===== config.mk =====
export PLATFORM = sky130hd
export DESIGN_NAME = imem_loader
export DESIGN_NICKNAME = d
export VERILOG_FILES = /design/src/rtl/imem_loader_pkg.sv /design/src/rtl/imem_beat_packer.sv /design/src/rtl/imem_loader.sv
export SDC_FILE = /design/constraint.sdc
export NUM_CORES = 1
export LEC_CHECK = 0
export CAP_MARGIN = 20
export CORE_MARGIN = 5
export CORE_UTILIZATION = 55
export CTS_BUF_LIST = sky130_fd_sc_hd__clkbuf_8
export DETAILED_ROUTE_END_ITERATION = 16
export HOLD_SLACK_MARGIN = 0.15
export PLACE_DENSITY = 0.95
export SKIP_LAST_GASP = 1
export SLEW_MARGIN = 30
export SYNTH_ARGS = -nofsm -noshare
export SYNTH_HDL_FRONTEND = slang
export SYNTH_SLANG_ARGS = --single-unit

===== constraint.sdc =====
create_clock -name clk -period 4.3 [get_ports clk]
set_clock_uncertainty 0.15 [all_clocks]
set_input_delay 0.86 -clock clk [delete_from_list [all_inputs] [get_ports clk]]
set_output_delay 0.86 -clock clk [all_outputs]
set_load 0.005 [all_outputs]

===== src/rtl/imem_loader_pkg.sv =====
// Shared types and default widths for the instruction-memory loader.
package imem_loader_pkg;

  localparam int unsigned INSTRUCTION_WIDTH = 64;
  localparam int unsigned LOADER_HOST_WIDTH = 32;
  localparam int unsigned LOADER_ADDR_WIDTH = 8;

  typedef logic [INSTRUCTION_WIDTH-1:0] instruction_t;

  typedef enum logic [1:0] {
    IDLE,
    ASSEMBLE,
    WRITE,
    DONE
  } imem_loader_state_t;

  // Host beats needed to cover one instruction word (rounded up).
  function automatic int unsigned beats_per_word(input int unsigned inst_w, input int unsigned host_w);
    return (inst_w + host_w - 1) / host_w;
  endfunction

endpackage


===== src/rtl/imem_beat_packer.sv =====
// Collects host beats LSB-first into one instruction word; flags the beat that completes it.
module imem_beat_packer
  import imem_loader_pkg::*;
#(
  parameter int unsigned INST_WIDTH = INSTRUCTION_WIDTH,
  parameter int unsigned HOST_WIDTH = LOADER_HOST_WIDTH
) (
  input  logic                  clk,
  input  logic                  rst,
  input  logic                  clear,
  input  logic                  accept,
  input  logic [HOST_WIDTH-1:0] beat_data,
  output logic [INST_WIDTH-1:0] word_c,
  output logic                  word_full_c
);

  localparam int unsigned BEATS  = beats_per_word(INST_WIDTH, HOST_WIDTH);
  localparam int unsigned FILL_W = BEATS * HOST_WIDTH;
  localparam int unsigned CNT_W  = (BEATS > 1) ? $clog2(BEATS) : 1;

  logic [CNT_W-1:0]  beat_cnt_q;
  logic [FILL_W-1:0] fill_q;
  logic [FILL_W-1:0] fill_c;

  // Merge the beat being accepted so the completed word is visible in the same cycle.
  always_comb begin
    fill_c = fill_q;
    for (int unsigned b = 0; b < BEATS; b++) begin
      if (accept && (beat_cnt_q == CNT_W'(b))) begin
        fill_c[b*HOST_WIDTH +: HOST_WIDTH] = beat_data;
      end
    end
    word_c      = fill_c[INST_WIDTH-1:0];
    word_full_c = accept && (beat_cnt_q == CNT_W'(BEATS - 1));
  end

  always_ff @(posedge clk) begin
    if (rst || clear) begin
      beat_cnt_q <= '0;
      fill_q     <= '0;
    end else if (accept) begin
      fill_q     <= fill_c;
      beat_cnt_q <= word_full_c ? '0 : CNT_W'(beat_cnt_q + 1'b1);
    end
  end

endmodule


===== src/rtl/imem_loader.sv =====
// Host-to-IMEM loader: packs host beats into instruction words and writes them from address 0.
module imem_loader
  import imem_loader_pkg::*;
#(
  parameter int unsigned INST_WIDTH      = INSTRUCTION_WIDTH,
  parameter int unsigned HOST_WIDTH      = LOADER_HOST_WIDTH,
  parameter int unsigned IMEM_ADDR_WIDTH = LOADER_ADDR_WIDTH
) (
  input  logic                       clk,
  input  logic                       rst,
  input  logic                       load_start,
  input  logic [IMEM_ADDR_WIDTH-1:0] load_len,
  input  logic                       load_abort,
  input  logic                       host_valid,
  input  logic [HOST_WIDTH-1:0]      host_data,
  output logic                       host_ready,
  output logic                       imem_wr_en,
  output logic [IMEM_ADDR_WIDTH-1:0] imem_wr_addr,
  output logic [INST_WIDTH-1:0]      imem_wr_data,
  output logic [IMEM_ADDR_WIDTH-1:0] instruction_count,
  output logic                       load_busy,
  output logic                       load_done
);

  imem_loader_state_t state_q, state_d;

  logic [IMEM_ADDR_WIDTH-1:0] len_q;
  logic [INST_WIDTH-1:0]      word_c;
  logic                       word_full_c;
  logic                       accept_c;
  logic                       start_ok_c;
  logic                       last_write_c;

  assign accept_c = host_valid && host_ready;

  imem_beat_packer #(
    .INST_WIDTH (INST_WIDTH),
    .HOST_WIDTH (HOST_WIDTH)
  ) u_packer (
    .clk         (clk),
    .rst         (rst),
    .clear       (start_ok_c || load_abort),
    .accept      (accept_c),
    .beat_data   (host_data),
    .word_c      (word_c),
    .word_full_c (word_full_c)
  );

  // Next-state logic; abort overrides every transition, including a same-cycle start.
  always_comb begin
    state_d      = state_q;
    start_ok_c   = load_start && ((state_q == IDLE) || (state_q == DONE));
    last_write_c = (IMEM_ADDR_WIDTH'(instruction_count + 1'b1) == len_q);
    case (state_q)
      IDLE, DONE: begin
        if (start_ok_c) begin
          state_d = (load_len == '0) ? DONE : ASSEMBLE;
        end
      end
      ASSEMBLE: begin
        if (word_full_c) begin
          state_d = WRITE;
        end
      end
      WRITE: begin
        state_d = last_write_c ? DONE : ASSEMBLE;
      end
      default: state_d = IDLE;
    endcase
    if (load_abort) begin
      state_d = IDLE;
    end
  end

  always_ff @(posedge clk) begin
    if (rst) begin
      state_q    <= IDLE;
      host_ready <= 1'b0;
      imem_wr_en <= 1'b0;
      load_busy  <= 1'b0;
      load_done  <= 1'b0;
    end else begin
      state_q    <= state_d;
      host_ready <= (state_d == ASSEMBLE);
      imem_wr_en <= (state_d == WRITE);
      load_busy  <= (state_d == ASSEMBLE) || (state_d == WRITE);
      load_done  <= (state_d == DONE);
    end
  end

  // Length latch, completed-write counter and the held IMEM write registers.
  always_ff @(posedge clk) begin
    if (rst) begin
      len_q             <= '0;
      instruction_count <= '0;
      imem_wr_addr      <= '0;
      imem_wr_data      <= '0;
    end else begin
      if (start_ok_c && !load_abort) begin
        len_q             <= load_len;
        instruction_count <= '0;
      end else if ((state_q == WRITE) && !load_abort) begin
        instruction_count <= IMEM_ADDR_WIDTH'(instruction_count + 1'b1);
      end
      if (state_d == WRITE) begin
        imem_wr_addr <= instruction_count;
        imem_wr_data <= word_c;
      end
    end
  end

endmodule

# Yosys cells after proc, flatten, opt, wreduce, memory -nomap -nowiden
# Cells that the tools add are included.
dict set report totals {
  in_bits 45
  regBits 159
}
dict set report op_classes {
  n_mux 9
  reduce_logical 15
  n_addsub 2
  bitwise 1
  n_eq_ne 7
}
# cell n
set op_table {}
lappend op_table {{$mux 32} 2}
lappend op_table {{$mux 2} 5}
lappend op_table {{$add 8x1->8 const B} 1}
lappend op_table {{$eq 2x2->1 const B} 4}
lappend op_table {{$eq 8x8->1} 1}
lappend op_table {{$logic_not 8->1} 1}
lappend op_table {{$logic_and 1x1->1} 6}
lappend op_table {{$pmux 2 s3} 1}
lappend op_table {{$eq 2x1->1 const B} 2}
lappend op_table {{$logic_or 1x1->1} 4}
lappend op_table {{$reduce_or 2->1} 2}
lappend op_table {{$logic_not 2->1} 1}
lappend op_table {{$add 1x1->1 const B} 1}
lappend op_table {{$logic_not 1->1} 1}
lappend op_table {{$mux 1} 1}
lappend op_table {{$not 1->1} 1}

# Longest topological paths before layout
# Gate-level depths: netlist of run 1.
dict set report logic_depth {
  ltp_word 8
  ltp_mapped 9
  mapped_depth_nobuf 9
}

# Modules after synthesis
# Synthesis of run 1 repeated with hierarchy kept, for this count alone.
dict set report hier_totals {
  hier_cells 653
  area_unflattened_um2 7164.4
}
# module cells_per_inst area_each_um2 seq_area_each_um2 n_inst
set by_module_without_submodules {}
lappend by_module_without_submodules {imem_loader 440 4425.5 1881.8 1}
lappend by_module_without_submodules {imem_beat_packer 213 2738.9 1301.2 1}

# Least setup slack after synthesis of run 1
# No wires, ideal clock.
dict set report synth_timing {
  path_kind {in2reg}
  startpoint {input port host_valid}
  endpoint {register imem_wr_data[18]}
  setup_ns 0.123
  path_slack_ns 1.551
  cell_stages 8
  arrival_time_ns 2.476
  path_cell_list {nand3_1 -> a311oi_1 -> a211o_1 -> nor2b_1 -> o21a_1 -> buf_6 -> buf_6 -> mux2_1}
}
dict set report synth_via {
  elab_chain_cells 6
  elab_cells_between_ends 8
}
# element line_no
set synth_rtl {}
lappend synth_rtl {{start, declared} imem_loader.sv:14} ;# input logic host_valid,
lappend synth_rtl {{$logic_and 1x1->1 (*)} imem_loader.sv:34} ;# assign accept_c = host_valid && host_ready;
lappend synth_rtl {{$logic_and 1x1->1} imem_beat_packer.sv:34} ;# word_full_c = accept && (beat_cnt_q == CNT_W'(BEATS - 1));
lappend synth_rtl {{$mux 2} imem_loader.sv:61} ;# if (word_full_c) begin
lappend synth_rtl {{$pmux 2 s3} imem_loader.sv:54} ;# case (state_q)
lappend synth_rtl {{$mux 2} imem_loader.sv:70} ;# if (load_abort) begin
lappend synth_rtl {{$eq 2x2->1} imem_loader.sv:105} ;# if (state_d == WRITE) begin
lappend synth_rtl {{end signal, assigned} imem_loader.sv:107} ;# imem_wr_data <= word_c;
lappend synth_rtl {{end, declared} imem_loader.sv:19} ;# output logic [INST_WIDTH-1:0] imem_wr_data,
# Mark *: on every way between the ends. The rest lies on a longest branch, timed or not.
# A chain may end at the register's enable or synchronous reset.

# Worst setup path in the final report of run 1
dict set report layout_timing {
  startpoint {register instruction_count[0]}
  endpoint {register imem_wr_data[24]}
}
dict set report layout_via {
  elab_chain_cells 6
}
# element line_no
set layout_rtl {}
lappend layout_rtl {{start, declared} imem_loader.sv:20} ;# output logic [IMEM_ADDR_WIDTH-1:0] instruction_count,
lappend layout_rtl {{start signal, assigned} imem_loader.sv:103} ;# instruction_count <= IMEM_ADDR_WIDTH'(instruction_count + 1'b1);
lappend layout_rtl {{$add 8x1->8} imem_loader.sv:53} ;# last_write_c = (IMEM_ADDR_WIDTH'(instruction_count + 1'b1) == len_q);
lappend layout_rtl {{$eq 8x8->1} imem_loader.sv:53}
lappend layout_rtl {{$mux 2} imem_loader.sv:66} ;# state_d = last_write_c ? DONE : ASSEMBLE;
lappend layout_rtl {{$pmux 2 s3} imem_loader.sv:54}
lappend layout_rtl {{$mux 2} imem_loader.sv:70}
lappend layout_rtl {{$eq 2x2->1} imem_loader.sv:105}
# No other way between the ends.

==> out/qor.yml, run 1 <==
holdCritStartpoint: "imem_wr_addr[7]"
final_cell_mix: "dfxtp_1 (159), nor2_1 (147), clkdlybuf4s50_1 (127), mux2i_1 (81), nor2b_1 (68)"
ys_seq_elements: 159
p_sw_w: 0.000607
synthMuxAreaShare: 0.235
core_um2: 11500
cts_tree: "yes"
grt_max_degree: 160
htreeDepth: 4
switching_share: 0.221
synth_compound_area_frac: 0.0167
worstSetupEndpointType: "register"
synth_largest_area_cell: "dfxtp_1"
vias_per_cell: 5.26
antennaDiodeCount: 0
pwr_density_cell_nw_per_um2: 334
dr_total_vias: 4796
clk_pin_slew_ns: 0.08
fin_nets: 807
gp_congestion: 0.855
placed_cell_area_um2: 7840
rsz0062_at_grt: "false"
ys_seq_area_frac: 0.488
grt_pass1_vias: 4972
clock_sinks: 159
grt_pass1_wl_mm: 24.3
fp.dieW_um: 119
wl_per_cell_um: 16.1
initial_core_util: 0.567
clkLatencyLatePin_ns: 0.44
seq_power_share: 0.542
max_freq_mhz: 311
synthFlopType: "dfxtp_1"
synthTopCellsByArea: "dfxtp_1 (49%), mux2i_1 (12%), nor2_1 (8.5%)"
synthSimpleGateAreaFrac: 0.191
hold_violations: 0
finalSetupViolCount: 0
period_needed_ns: 3.22
finalSetupTns_ns: 0
r2r-start: "instruction_count[0]"
power.total_w: 0.00275
crit_required_ns: 4.48
synth_area_per_cell_um2: 10.1
peakVddDrop_mv: 0.331
clock-root-buffer: "clkbuf_8"
grt.total_usage: 0.213
worstMarginPinSlew_ns: 0.860
worstPathMaxFanout: 26
yosys.area_share.xor_xnor: 0.0242
overflow: 0
boundaryPins: 129
arrival_ns: 3.40
crit_path_start: "instruction_count[0]"
hp-class: "register to register"
synth_edf_count: 0
status: "complete, no violations"
area_growth_pct: 26.0
cp-start-kind: "register"
route.detailed.drc: 0
whs_path_depth: 2
dp_hpwl_mm: 10.1
slew_headroom: 0.424
slew_violations: 0
placementRows: 39
drive_above_1_share: 0.112
netlist_area_um2: 6530
hold_buffers: 0
die_area_um2: 14100
design_area_um2: 8220
criticalPathCategory: "register to register"
internal_power_w: 0.00214
synth_top_area_share: 0.488
ys_warn_count: 0
synth.distinct_cells: 42
power_leakage_nw: 3.66
drv_cap: 0
antenna_found_initial: 0
pwr-share-comb: 0.068
wirelength_mm: 14.7
cts_resized: 0
clock_power_share: 0.390
synth_cells: 648
port_buffers: 128
placed_cells: 881
cts_buffers: 17
cts_setup_buffers: 0
drtPass1Iterations: 4
fin_cells: 912
synthAdderAreaFrac: 0.00959
worst_r2r_path_depth: 8
drt_iter0_markers: 259
async_flop_share: 0
clk_path_buf_depth: 2
syn_nets: 698
synth_top_family_by_area: "multiplexers"
final.period_utilization: 0.748
die_h_um: 119
layout_commonest_cell: "dfxtp_1"
detail-route-antenna-nets: 0
[per-layer routing]
metal | up-vias | share of wire | GRT usage
met4 | 0 | 0.023 | 0.0963
met2 | 137 | 0.50 | 0.370
met1 | 2291 | 0.41 | 0.246
met5 | - | 0 | 0
li1 | 2340 | - | -
met3 | 28 | 0.059 | 0.0555
[registers in the layout, indices dropped and copies added (netlist names), 2 cells and up]
register,cells
len_q,8
state_q,2
instruction_count,8
imem_wr_data,64
u_packer.fill_q,64
imem_wr_addr,8
[cells by family after synthesis]
family,after synthesis
AND/OR/NAND/NOR,260
flip-flops,159
multiplexers,145
buffers and inverters,47
XOR/XNOR,18
AO/OA/AOI/OAI,14
adder cells (fa/ha/maj),5
[final cells by class]
type	count	area [um2]
Sequential cell	159	3180
Multi-Input combinational cell	442	3130
Clock buffer	18	248
Fill cell	853	3290
Timing Repair Buffer	133	1330
Tap cell	143	179
Clock inverter	13	135
Inverter	4	15.0
[path summary, 6_finish.rpt]
path                            to  slack [ns]
setup / recovery  imem_wr_data[24]        1.08
hold / removal     imem_wr_addr[7]        0.33
setup reg to reg  imem_wr_data[24]        1.08
hold reg to reg    imem_wr_addr[7]        0.33
[synthesized netlist by cell type (all sizes together), types with 3 or more instances]
cell      n
buf      13
clkbuf   30
dfxtp   159
ha        5
inv       4
mux2     64
mux2i    81
nand2     7
nand2b   19
nand3     4
nand4     3
nor2    147
nor2b    68
xnor2    10
xor2      8
[power by group through the flow]
| stage | logic (W) | registers, W | clock network [W] |
|---|---|---|---|
| 2_1_floorplan | 0.000115 | 0.00152 | 0 |
| 3_3_place_gp | 0.000182 | 0.00152 | 0 |
| 3_5_place_dp | 0.000187 | 0.00152 | 0 |
| 4_1_cts | 0.000188 | 0.00149 | 0.00109 |
| 5_1_grt | 0.000203 | 0.00149 | 0.00116 |
| 6_report | 0.000188 | 0.00149 | 0.00107 |
[worst max-delay path, stage by stage, from the launching register on]
cell and delay [ns]:
dfxtp_1 0.52, ha_1 0.33, xnor2_1 0.15, nand3_1 0.09, or4_1 0.49, a211oi_2 0.39
o21ai_4 0.30, buf_4 0.33, mux2_1 0.33
[metrics by stage]
| step | setup WS, ns | utilization | hold WS [ns] |
|---|---|---|---|
| 2_1_floorplan | 1.55 | - | 0.295 |
| 3_3_place_gp | 0.831 | 0.680 | 0.308 |
| 3_5_place_dp | 0.786 | 0.681 | 0.312 |
| 4_1_cts | 1.06 | 0.714 | 0.333 |
| 5_1_grt | 0.928 | 0.714 | 0.352 |
| 6_report | 1.08 | 0.714 | 0.330 |
Note: power is estimated with default switching activity, not from simulation.
==> inputs of run 2 (changes only) <==
Settings changed: CORE_UTILIZATION 55 to 48, PLACE_DENSITY 0.95 to 0.89.
Clock period 4.3 ns to 2.7 ns, I/O delays scaled along.
==> out/qor.yml, run 2 (synthesis results as in run 1) <==
status: "complete, no violations"  # unchanged
pwr_density_cell_nw_per_um2: 531  # was 334 nW/um2
wirelength_mm: 14.1  # was 14.7 mm
crit_required_ns: 2.88  # was 4.48 ns
rrSetupSlack_ns: 0.09  # was 1.08 ns
clock_power_share: 0.406  # was 0.390
hold_violations: 0  # unchanged
layout_commonest_cell: "dfxtp_1"  # unchanged
cts_tree: "yes"  # unchanged
area_growth_pct: 31.1  # was 26.0%
slew_violations: 0  # unchanged
dr_total_vias: 4724  # was 4796
layout_setup_ws_ns: 0.0923  # was 1.08 ns
detail-route-antenna-nets: 0  # unchanged
period_needed_ns: 2.61  # was 3.22 ns
clkLatencyLatePin_ns: 0.44  # about the same
fp.dieW_um: 127  # was 119 um
rsz0062_at_grt: "false"  # unchanged
placementRows: 42  # was 39
port_buffers: 128  # unchanged
clk_path_buf_depth: 2  # unchanged
final.fill_count: 1068  # was 853
gp_congestion: 0.851  # was 0.855
whs_endpoint: "len_q[3]"  # was imem_wr_addr[7]
clock_sinks: 159  # unchanged
cts_resized: 0  # unchanged
cts_buffers: 17  # unchanged
worstReg2RegEnd: "imem_wr_data[44]"  # was imem_wr_data[24]
power.total_w: 0.00454  # was 0.00275 W
max_freq_mhz: 383  # was 311 MHz
htreeDepth: 4  # unchanged
seq_power_share: 0.522  # was 0.542
drt_iter0_markers: 213  # was 259
p_sw_w: 0.00105  # was 0.000607 W
boundaryPins: 129  # unchanged
power_leakage_nw: 3.79  # was 3.66 nW
worstMarginPinSlew_ns: 0.707  # was 0.860 ns
internal_power_w: 0.00349  # was 0.00214 W
grt_pass1_vias: 4660  # was 4972
peakVddDrop_mv: 0.558  # was 0.331 mV
final.period_utilization: 0.966  # was 0.748
vias_per_cell: 4.89  # was 5.26
finalSetupTns_ns: 0  # unchanged
die_area_um2: 16000  # was 14100 um2
hold_buffers: 0  # unchanged
drtPass1Iterations: 4  # unchanged
wl_per_cell_um: 14.6  # was 16.1 um
final_core_util: 0.643  # was 0.714
worst_r2r_path_depth: 9  # was 8
whs_path_depth: 2  # unchanged
overflow: 0  # unchanged
clk_pin_slew_ns: 0.08  # about the same
initial_core_util: 0.491  # was 0.567
worstPathMaxFanout: 15  # was 26
dp_hpwl_mm: 9.57  # was 10.1 mm
route.detailed.drc: 0  # unchanged
worstSetupEndpointType: "register"  # unchanged
cts_setup_buffers: 0  # unchanged
slew_headroom: 0.529  # was 0.424
finalSetupViolCount: 0  # unchanged
design_area_um2: 8550  # was 8220 um2
cp-start-kind: "register"  # unchanged
fin_nets: 828  # was 807
switching_share: 0.231  # was 0.221
reg_top3: "imem_wr_data x64, u_packer.fill_q x64"  # unchanged
r2r-start: "instruction_count[1]"  # was instruction_count[0]
seqCellArea_um2: 3190  # was 3180 um2
antennaDiodeCount: 0  # unchanged
drive_above_1_share: 0.148  # was 0.112
grt_pass1_wl_mm: 22.4  # was 24.3 mm
pwr-share-comb: 0.073  # was 0.068
placed_cell_area_um2: 8080  # was 7840 um2
final_cell_mix: "dfxtp_1 (157), nor2_1 (147), clkdlybuf4s50_1 (127), mux2i_1 (81), nor2b_1 (68)"  # was dfxtp_1 (159), nor2_1 (147), clkdlybuf4s50_1 (127), mux2i_1 (81), nor2b_1 (68)
holdCritStartpoint: "rst"  # was imem_wr_addr[7]
pre_cts_ws_ns: -0.154  # was 0.786 ns
grt_max_degree: 99  # was 160
antenna_found_initial: 0  # unchanged
criticalPathCategory: "register to register"  # unchanged
arrival_ns: 2.79  # was 3.40 ns
drv_cap: 0  # unchanged
core_um2: 13300  # was 11500 um2
clock-root-buffer: "clkbuf_8"  # unchanged
grt.total_usage: 0.172  # was 0.213
hp-class: "primary input to register"  # was register to register
multiInputGateArea_um2: 3140  # was 3130 um2
die_h_um: 127  # was 119 um
==> run 2: worst max-delay path, cell delays in order, from the launching register on <==
cell and delay, ns:
dfxtp_2 0.36, buf_4 0.14, and4_4 0.24, a21boi_1 0.08
or4b_1 0.52, a211oi_2 0.26, buf_4 0.18, o21ai_4 0.09
buf_12 0.17, mux2_1 0.31
==> run 2: routing by layer <==
layer  track usage  part of all wire  up-vias
met3        0.0614             0.072       12
met2         0.282              0.47      114
met4        0.0511             0.010        0
li1              -                 -     2377
met5             0                 0        -
met1         0.213              0.45     2221
==> run 2: area by class of cell <==
cell class	instances	share of cell area
Clock inverter	13	0.0190
Sequential cell	159	0.372
Tap cell	176	0.0257
Inverter	4	0.00176
Clock buffer	19	0.0306
Timing Repair Buffer	154	0.184
Multi-Input combinational cell	442	0.367
==> run 2: worst max path at each step <==
| stage | start | end | slack [ns] | cells past startpoint |
|---|---|---|---|---|
| finish | instruction_count[1] | imem_wr_data[44] | 0.09 | 9 |
| global route | instruction_count[1] | imem_wr_data[44] | 0.006 | 9 |
| CTS | instruction_count[0] | imem_wr_addr[7] | 0.02 | 9 |
| detailed placement | load_len[7] | imem_wr_addr[7] | -0.15 | 9 |
| global placement | load_len[7] | imem_wr_data[7] | -0.10 | 8 |
| floorplan | instruction_count[0] | imem_wr_data[18] | 0.05 | 9 |
==> run 2: power by group through the flow <==
stage | registers (W) | logic (W) | clock network (W)
2_1_floorplan | 0.00242 | 0.000183 | 0
3_3_place_gp | 0.00243 | 0.000321 | 0
3_5_place_dp | 0.00243 | 0.000324 | 0
4_1_cts | 0.00237 | 0.000326 | 0.00188
5_1_grt | 0.00237 | 0.000355 | 0.00199
6_report | 0.00237 | 0.000331 | 0.00184
==> run 2: through the flow <==
step / hold slack, ns / std cells
final: 0.225 / 967
after detailed placement: 0.315 / 934
after CTS: 0.195 / 966
after global routing: 0.204 / 967
after global placement: 0.314 / 934
after floorplan: 0.295 / 648
